File: src/rtl/tx_fifo.sv
// -----------------------------------------------------------------------------
// tx_fifo
//
// Transmit FIFO between the APB bridge (producer) and the I2C core (consumer).
// DEPTH = 2**AWIDTH words of DWIDTH bits. A pop presents the oldest word on
// DATA_OUT one edge later, and DATA_OUT holds until the next accepted pop.
// Overflow and underflow attempts are latched in sticky flags until CLEAR_ERR.
//
// Ports
//   PCLK              clock, rising edge
//   PRESETn           asynchronous active-low reset
//   WR_ENA            push request, one cycle per word
//   WRITE_DATA_ON_TX  word to push, sampled with WR_ENA
//   RD_ENA_TX         pop request
//   CLEAR_ERR         synchronous clear of OVERFLOW / UNDERFLOW
//   DATA_OUT          registered popped word
//   TX_EMPTY          LEVEL == 0
//   TX_FULL           LEVEL == DEPTH
//   LEVEL             number of stored words, 0..DEPTH
//   OVERFLOW          sticky: push rejected because full
//   UNDERFLOW         sticky: pop attempted while empty
//   ERROR             OVERFLOW | UNDERFLOW
// -----------------------------------------------------------------------------
module tx_fifo #(
    parameter int DWIDTH = 32,
    parameter int AWIDTH = 4
) (
    input  logic              PCLK,
    input  logic              PRESETn,
    input  logic              WR_ENA,
    input  logic [DWIDTH-1:0] WRITE_DATA_ON_TX,
    input  logic              RD_ENA_TX,
    input  logic              CLEAR_ERR,
    output logic [DWIDTH-1:0] DATA_OUT,
    output logic              TX_EMPTY,
    output logic              TX_FULL,
    output logic [AWIDTH:0]   LEVEL,
    output logic              OVERFLOW,
    output logic              UNDERFLOW,
    output logic              ERROR
);

    localparam int DEPTH = 1 << AWIDTH;
    // DEPTH expressed in LEVEL's width: only the MSB set.
    localparam logic [AWIDTH:0] LEVEL_FULL = {1'b1, {AWIDTH{1'b0}}};

    // Storage is deliberately not reset; stale contents are unreachable
    // because the pointers and LEVEL are reset.
    logic [DWIDTH-1:0] mem [DEPTH];

    logic [AWIDTH-1:0] wp_reg, wp_next;
    logic [AWIDTH-1:0] rp_reg, rp_next;
    logic [AWIDTH:0]   level_reg, level_next;
    logic [DWIDTH-1:0] dout_reg, dout_next;
    logic              overflow_reg, overflow_next;
    logic              underflow_reg, underflow_next;

    logic              push_accept;
    logic              pop_accept;
    logic              overflow_event;
    logic              underflow_event;
    logic [DEPTH-1:0]  word_we;

    // Flags are decoded from the registered LEVEL, so they follow the
    // causing edge by one cycle.
    assign TX_EMPTY = (level_reg == '0);
    assign TX_FULL  = (level_reg == LEVEL_FULL);

    // A push into a full FIFO is still accepted when a pop frees a slot on
    // the same edge. A pop on an empty FIFO is never accepted, even if a
    // push arrives at the same time (the new word is not bypassed).
    assign push_accept     = WR_ENA & (~TX_FULL | RD_ENA_TX);
    assign pop_accept      = RD_ENA_TX & ~TX_EMPTY;
    assign overflow_event  = WR_ENA & TX_FULL & ~RD_ENA_TX;
    assign underflow_event = RD_ENA_TX & TX_EMPTY;

    // One write enable per storage word.
    generate
        for (genvar gi = 0; gi < DEPTH; gi++) begin : g_word_we
            assign word_we[gi] = push_accept & (wp_reg == AWIDTH'(gi));
        end
    endgenerate

    always_ff @(posedge PCLK) begin
        for (int i = 0; i < DEPTH; i++) begin
            if (word_we[i]) begin
                mem[i] <= WRITE_DATA_ON_TX;
            end
        end
    end

    always_comb begin
        wp_next        = wp_reg;
        rp_next        = rp_reg;
        level_next     = level_reg;
        dout_next      = dout_reg;
        overflow_next  = overflow_reg;
        underflow_next = underflow_reg;

        // Pointers wrap naturally through their AWIDTH-bit width.
        if (push_accept) begin
            wp_next = wp_reg + 1'b1;
        end
        // When full with push and pop together wp == rp; the read here sees
        // the pre-edge contents, so the oldest word is returned, not the new one.
        if (pop_accept) begin
            rp_next   = rp_reg + 1'b1;
            dout_next = mem[rp_reg];
        end

        case ({push_accept, pop_accept})
            2'b10:   level_next = level_reg + 1'b1;
            2'b01:   level_next = level_reg - 1'b1;
            default: level_next = level_reg;
        endcase

        // A new error on a clear cycle wins over the clear.
        if (CLEAR_ERR) begin
            overflow_next  = 1'b0;
            underflow_next = 1'b0;
        end
        if (overflow_event) begin
            overflow_next = 1'b1;
        end
        if (underflow_event) begin
            underflow_next = 1'b1;
        end
    end

    always_ff @(posedge PCLK or negedge PRESETn) begin
        if (!PRESETn) begin
            wp_reg        <= '0;
            rp_reg        <= '0;
            level_reg     <= '0;
            dout_reg      <= '0;
            overflow_reg  <= 1'b0;
            underflow_reg <= 1'b0;
        end else begin
            wp_reg        <= wp_next;
            rp_reg        <= rp_next;
            level_reg     <= level_next;
            dout_reg      <= dout_next;
            overflow_reg  <= overflow_next;
            underflow_reg <= underflow_next;
        end
    end

    assign DATA_OUT  = dout_reg;
    assign LEVEL     = level_reg;
    assign OVERFLOW  = overflow_reg;
    assign UNDERFLOW = underflow_reg;
    assign ERROR     = overflow_reg | underflow_reg;

endmodule

File: config.mk
export PLATFORM = sky130hd
export DESIGN_NAME = tx_fifo
export DESIGN_NICKNAME = d
export VERILOG_FILES = /design/src/rtl/tx_fifo.sv
export SDC_FILE = /design/constraint.sdc
export NUM_CORES = 1
export LEC_CHECK = 0
export CAP_MARGIN = 20
export CORE_MARGIN = 2
export CORE_UTILIZATION = 55
export DETAILED_ROUTE_END_ITERATION = 6
export PLACE_DENSITY = 0.78
export SYNTH_ARGS = -nofsm -noshare
export SYNTH_HDL_FRONTEND = slang
export SYNTH_SLANG_ARGS = --single-unit
File: constraint.sdc
create_clock -name PCLK -period 11 [get_ports PCLK]
set_clock_uncertainty 0.1 [all_clocks]
set_input_delay 2.2 -clock PCLK [delete_from_list [all_inputs] [get_ports PCLK]]
set_output_delay 2.2 -clock PCLK [all_outputs]
set_load 0.05 [all_outputs]
==> results of run 1 <==
worst reg2reg max path, stage by stage (launching register included):
cell                       delay [ns]
sky130_fd_sc_hd__dfrtp_1         0.48
sky130_fd_sc_hd__nor4_1          0.68
sky130_fd_sc_hd__a21boi_4        0.10
sky130_fd_sc_hd__buf_4           0.39
sky130_fd_sc_hd__ha_1            0.42
sky130_fd_sc_hd__xor2_1          0.19
sky130_fd_sc_hd__ha_1            0.24
sky130_fd_sc_hd__a21o_1          0.20
sky130_fd_sc_hd__a22o_1          0.24
sky130_fd_sc_hd__a211oi_1        0.21
sky130_fd_sc_hd__and3b_1         0.20
layout make-up:
class                           count  area, um^2  area share
Clock buffer                       72        1429     0.05838
Clock inverter                     28       260.3     0.01063
Inverter                            7       26.28    0.001074
Multi-Input combinational cell    339        4507      0.1841
Sequential cell                   559       16560      0.6766
Tap cell                          518       648.1     0.02648
Timing Repair Buffer              102        1046     0.04274
synth_stat cells, types with 8 or more instances:
library cell,number,share of area
sky130_fd_sc_hd__mux4_2,128,0.14
sky130_fd_sc_hd__edfxtp_1,512,0.72
sky130_fd_sc_hd__a21oi_1,35,0.0082
sky130_fd_sc_hd__buf_2,11,0.0026
sky130_fd_sc_hd__clkbuf_1,24,0.0042
sky130_fd_sc_hd__ha_1,8,0.0047
sky130_fd_sc_hd__nor2_1,16,0.0028
sky130_fd_sc_hd__nand2_1,8,0.0014
sky130_fd_sc_hd__buf_6,13,0.0069
sky130_fd_sc_hd__dfrtp_1,47,0.055
sky130_fd_sc_hd__mux2_2,34,0.018
sky130_fd_sc_hd__o22ai_1,64,0.019
cell usage in the layout, fill, tap and decap left out, drive strengths merged, types with 8 or more instances in the layout:
cell / netlist / layout
ha: 8 / 8
nand2: 9 / 9
mux4: 128 / 128
clkinv: 0 / 21
nor2: 16 / 16
a21oi: 35 / 35
inv: 7 / 8
clkdlybuf4s50: 0 / 77
dfrtp: 47 / 47
clkbuf: 24 / 72
edfxtp: 512 / 512
buf: 32 / 25
mux2: 34 / 34
o22ai: 64 / 64
metal layers:
metal  up-vias  track usage  routed length [um]
met3        90      0.03685                3026
li1       4252            -                   -
met4         0      0.06746                1121
met2       444       0.3622               22210
met1      5296       0.3046               17030
met5         -            0                   0
where the power goes:
part           internal [mW]  switching [mW]  leakage (nW)  total (mW)
Sequential              2.60           0.198          5.15        2.80
Combinational          0.838            1.04          1.80        1.88
Clock                   1.01           0.763         0.823        1.77
logic make-up after synthesis:
family	Yosys count	synth area share
xor gates and xnor gates	11	0.004526
and+or+nand+nor	46	0.01158
muxes	162	0.1534
adders and majority gates	8	0.004702
DFF	559	0.7775
AOI/OAI and AO/OA	112	0.03180
buffers and inverters	63	0.01652
how the worst min path moves through the flow:
| stage | startpoint | end | slack [ns] | cells after the start |
|---|---|---|---|---|
| 4_1_cts | OVERFLOW$_DFFE_PN0P_ | OVERFLOW$_DFFE_PN0P_ | 0.48 | 2 |
| 3_5_place_dp | DATA_OUT[20]$_DFFE_PN0P_ | DATA_OUT[20]$_DFFE_PN0P_ | 0.47 | 2 |
| 5_1_grt | DATA_OUT[20]$_DFFE_PN0P_ | DATA_OUT[20]$_DFFE_PN0P_ | 0.51 | 2 |
| 6_report | DATA_OUT[20]$_DFFE_PN0P_ | DATA_OUT[20]$_DFFE_PN0P_ | 0.47 | 2 |
| 3_3_place_gp | UNDERFLOW$_DFFE_PN0P_ | UNDERFLOW$_DFFE_PN0P_ | 0.45 | 2 |
| 2_1_floorplan | rp_reg[2]$_DFFE_PN0P_ | rp_reg[2]$_DFFE_PN0P_ | 0.44 | 1 |
metrics by stage:
step / area [um^2] / hold slack (ns)
3_5_place_dp: 22690 / 0.4665
4_1_cts: 24380 / 0.4778
2_1_floorplan: 21290 / 0.4370
6_report: 24480 / 0.4745
3_3_place_gp: 22670 / 0.4455
5_1_grt: 24480 / 0.5055
==> flow_summary.ini, run 1 <==
[logic_synthesis]
synth.distinct_cells = 40
syn_avg_cell_area_um2 = 22.15
synth-warning-count = 0
synthesis.instances = 961
synth.yosys.seq_area_share = 0.7775
post_synth_edffs = 512
post_synthesis_net_count = 1006
synth_area_mm2 = 0.02129
ys_dominant_reg_cell = sky130_fd_sc_hd__edfxtp_1
synth.ff_latch_count = 559
asyncSetResetFlopFracSynth = 0.08408

[pwr]
vdd_drop_max_v = 0.0002032
power_per_standard_cell_area_mw_per_mm2 = 263.7
cellLeakagePower_nw = 7.772
p_total_mw = 6.453

[floorplan]
core-area_mm2 = 0.03847
initial_util = 0.5534
top_level_ports = 79
design.die.area_mm2 = 0.04029
die_width_um = 200.7
floorplan.rows = 72
die_h_um = 200.7

[grt]
gr-total-overflow = 0
grt_pass1_vias = 10480
grt_start_max_net_pins = 99
number_of_antenna_violations_at_the_first_check_in_global_routing = 0
grt_pass1_wl_um = 65470
grt_usage = 0.2189

[placement]
dp_slack_ns = 5.478
dp.final_hpwl_um = 22970
count_of_input_and_output_buffers = 78
post-place-cells = 1521
place.gp.congestion = 0.7438

[cells_and_area]
insertedDiodeCount = 0
utilization = 0.6363
syn_to_final_growth_pct = 14.98
finalNetCount = 1108
layout-drive-gt1-share = 0.2593
registers.top_by_ff_count = mem
nFillCells = 2515
finish.cell_count_without_fillers = 1625
largest_register_ff_count = 512

[critical_path]
crit_path_max_incr_delay_ns = 0.82
crit_fanout = 10
critPathBufInv = 1
crit_type = reg -> out
critPathTopFamily = buffers and inverters
crit_path_top_delay_cell = sky130_fd_sc_hd__clkdlybuf4s50_1
worst_r2r_path_depth = 10
critPathRequiredTime_ns = 8.70
timing.rr.start = LEVEL[2]$_DFFE_PN0P_
regToRegSetupSlack_ns = 7.44
r2r-end = LEVEL[4]$_DFFE_PN0P_
path_depth = 3
timing.critical_path.from_type = flip-flop
critical_path.startpoint = LEVEL[2]$_DFFE_PN0P_
critical_path.endpoint_type = output port
timing.critical_path.arrival_ns = 2.64
critical_path.cell_chain = or4_4 -> nor2_1 -> clkdlybuf4s50_1
setup.worst_path.end = TX_EMPTY

[cts]
clk-insertion-delay-late_ns = 0.60
numClockSinks = 559
tritoncts = yes
clock_tree.buffer_depth = 3
cts_hold_buffers = 0
cts-resized-gates = 0
cts_max_level = 2
clk_root_buffer_cell = sky130_fd_sc_hd__clkbuf_16
cts.clk_slew.worst_paths_ns = 0.06
cts_setup_buffers = 0
inserted_clock_buffers = 54

[timing]
setup_ws_ns = 6.056
tightestPinTransition_ns = 1.097
setup_violations = 0
fmax_ghz = 0.2023
finalHoldViolations = 0
final.period_utilization = 0.4494
slew_headroom = 0.2672
grt_setup_unrepaired = false
post-route-min-period_ns = 4.944
setup_tns_ns = 0
slew_violations = 0

[drt]
routed-via-count = 10080
routedWlPerCell_um = 26.70
remaining_drc_errors = 0
detail_route.first_pass.iterations = 5
initialDrtViolationCount = 1105
via_per_inst = 6.204
antenna_violating_nets_post_route = 0
detail_route.wirelength_um = 43390

[flow_run]
max_cap_viol_count = 0

[run_status]
outcome = completed

[hold_path]
worstHoldPathType = reg -> reg
No activity file was read; power rests on OpenSTA's default activity.
==> inputs of run 2 (changes only) <==
- PLACE_DENSITY: 0.78 -> 0.81
- clock period: 11 -> 4.1 ns (I/O delays scaled with it)
==> run 2 against run 1 <==
Critical endpoint unchanged. Routed wire length grew 4.6%. Die area is the same. Critical path depth is the same. Sequential share of layout area shrank 0.27 points. Non-clock buffer count grew 10. Largest power group unchanged. Worst hold slack lost 0.31 ns. Count of clock-buffer cells in the layout grew 8. Core utilization grew 0.26 points.
==> flow_summary.ini, run 2 (synthesis results as in run 1) <==
[critical_path]
crit_path_max_incr_delay_ns = 0.85
crit_path_top_delay_cell = sky130_fd_sc_hd__clkdlybuf4s50_1
crit_type = reg -> out
worst_r2r_path_depth = 10
critical_path.cell_chain = or4_4 -> nor2_1 -> clkdlybuf4s50_1
r2r-end = LEVEL[4]$_DFFE_PN0P_
timing.critical_path.from_type = flip-flop
crit_fanout = 10
timing.rr.start = LEVEL[2]$_DFFE_PN0P_
critPathRequiredTime_ns = 3.18
critical_path.endpoint_type = output port
regToRegSetupSlack_ns = 0.95
timing.critical_path.arrival_ns = 2.70

[floorplan]
core-area_mm2 = 0.03847
top_level_ports = 79
initial_util = 0.5534
die_h_um = 200.7
floorplan.rows = 72
design.die.area_mm2 = 0.04029
die_width_um = 200.7

[drt]
detail_route.wirelength_um = 45400
via_per_inst = 6.273
detail_route.first_pass.iterations = 5
routed-via-count = 10260
antenna_violating_nets_post_route = 0
routedWlPerCell_um = 27.75
remaining_drc_errors = 0
initialDrtViolationCount = 876

[cts]
numClockSinks = 559
clock_tree.buffer_depth = 3
clk_root_buffer_cell = sky130_fd_sc_hd__clkbuf_16
clk-insertion-delay-late_ns = 0.59
tritoncts = yes
cts-resized-gates = 0
cts_hold_buffers = 0
cts_setup_buffers = 0
cts_max_level = 2
inserted_clock_buffers = 54
cts.clk_slew.worst_paths_ns = 0.07

[run_status]
outcome = completed

[pwr]
power_per_standard_cell_area_mw_per_mm2 = 711.5
cellLeakagePower_nw = 7.825
p_total_mw = 17.49
vdd_drop_max_v = 0.0004788

[timing]
grt_setup_unrepaired = false
tightestPinTransition_ns = 0.9400
slew_violations = 0
slew_headroom = 0.3704
finalHoldViolations = 0
holdWs_ns = 0.1638
setup_violations = 0
post-route-min-period_ns = 3.620
fmax_ghz = 0.2762
setup_tns_ns = 0
final.period_utilization = 0.8830

[cells_and_area]
layout.cells.most_common = sky130_fd_sc_hd__edfxtp_1
finalNetCount = 1118
layout.cells.most_common_list = sky130_fd_sc_hd__edfxtp_1, sky130_fd_sc_hd__mux4_2, sky130_fd_sc_hd__clkdlybuf4s50_1, sky130_fd_sc_hd__o22ai_1, sky130_fd_sc_hd__clkbuf_16
finalInstanceArea_mm2 = 0.02457
syn_to_final_growth_pct = 15.44
largest_register_ff_count = 512
insertedDiodeCount = 0
registers.top_by_ff_count = mem
layout-drive-gt1-share = 0.2621

[grt]
gr-total-overflow = 0
number_of_antenna_violations_at_the_first_check_in_global_routing = 0
grt_pass1_wl_um = 68280
grt_usage = 0.2296
grt_start_max_net_pins = 70
grt_pass1_vias = 10680

[flow_run]
max_cap_viol_count = 0

[placement]
place.gp.congestion = 0.7466
dpl-instance-area_mm2 = 0.02290
dp.final_hpwl_um = 25490
count_of_input_and_output_buffers = 78

[hold_path]
worstHoldPathType = in -> async
[run 2: layer usage]
layer	up-vias	part of all wire	wire, um	global-route usage
met2	497	0.52	23510	0.3890
li1	4265	-	-	-
met5	-	0	0	0
met1	5407	0.38	17260	0.3104
met4	0	0.029	1315	0.07566
met3	94	0.073	3318	0.03604
[run 2: how the worst max path moves through the flow]
stage	from	end	slack (ns)	cells after the start
after CTS	LEVEL[2]$_DFFE_PN0P_	TX_EMPTY	0.46	3
final	LEVEL[2]$_DFFE_PN0P_	TX_EMPTY	0.48	3
after floorplan	LEVEL[2]$_DFFE_PN0P_	LEVEL[4]$_DFFE_PN0P_	0.73	13
after global placement	RD_ENA_TX	LEVEL[4]$_DFFE_PN0P_	0.66	10
after detailed placement	RD_ENA_TX	LEVEL[4]$_DFFE_PN0P_	0.61	10
after global routing	LEVEL[2]$_DFFE_PN0P_	TX_EMPTY	0.39	3
[run 2: area by class of cell]
cell class	instances	area, um^2
timing repair buffer	112	1131
sequential	559	16560
clock buffer	80	1489
inverter	7	26.28
fill	2453	13890
tap	518	648.1
clock inverter	21	186.4
multi-input combinational	339	4534
[run 2: through the flow]
stage / worst slack [ns] / instances / util
2_1_floorplan: 0.7277 / 961 / -
4_1_cts: 0.4613 / 1636 / 0.6389
3_3_place_gp: 0.6601 / 1535 / 0.5953
3_5_place_dp: 0.6104 / 1535 / 0.5953
6_report: 0.4797 / 1636 / 0.6389
5_1_grt: 0.3927 / 1636 / 0.6389
[run 2: critical path: cells and delay by family (launching register included)]
| kind | cells | cell delay (ns) |
|---|---|---|
| and+or+nand+nor | 2 | 0.79 |
| buffers and inverters | 1 | 0.85 |
| DFF | 1 | 0.48 |
[run 2: power breakdown]
| part | switching, mW | internal [mW] |
|---|---|---|
| logic | 2.94 | 2.30 |
| registers | 0.524 | 6.98 |
| clock network | 2.03 | 2.70 |
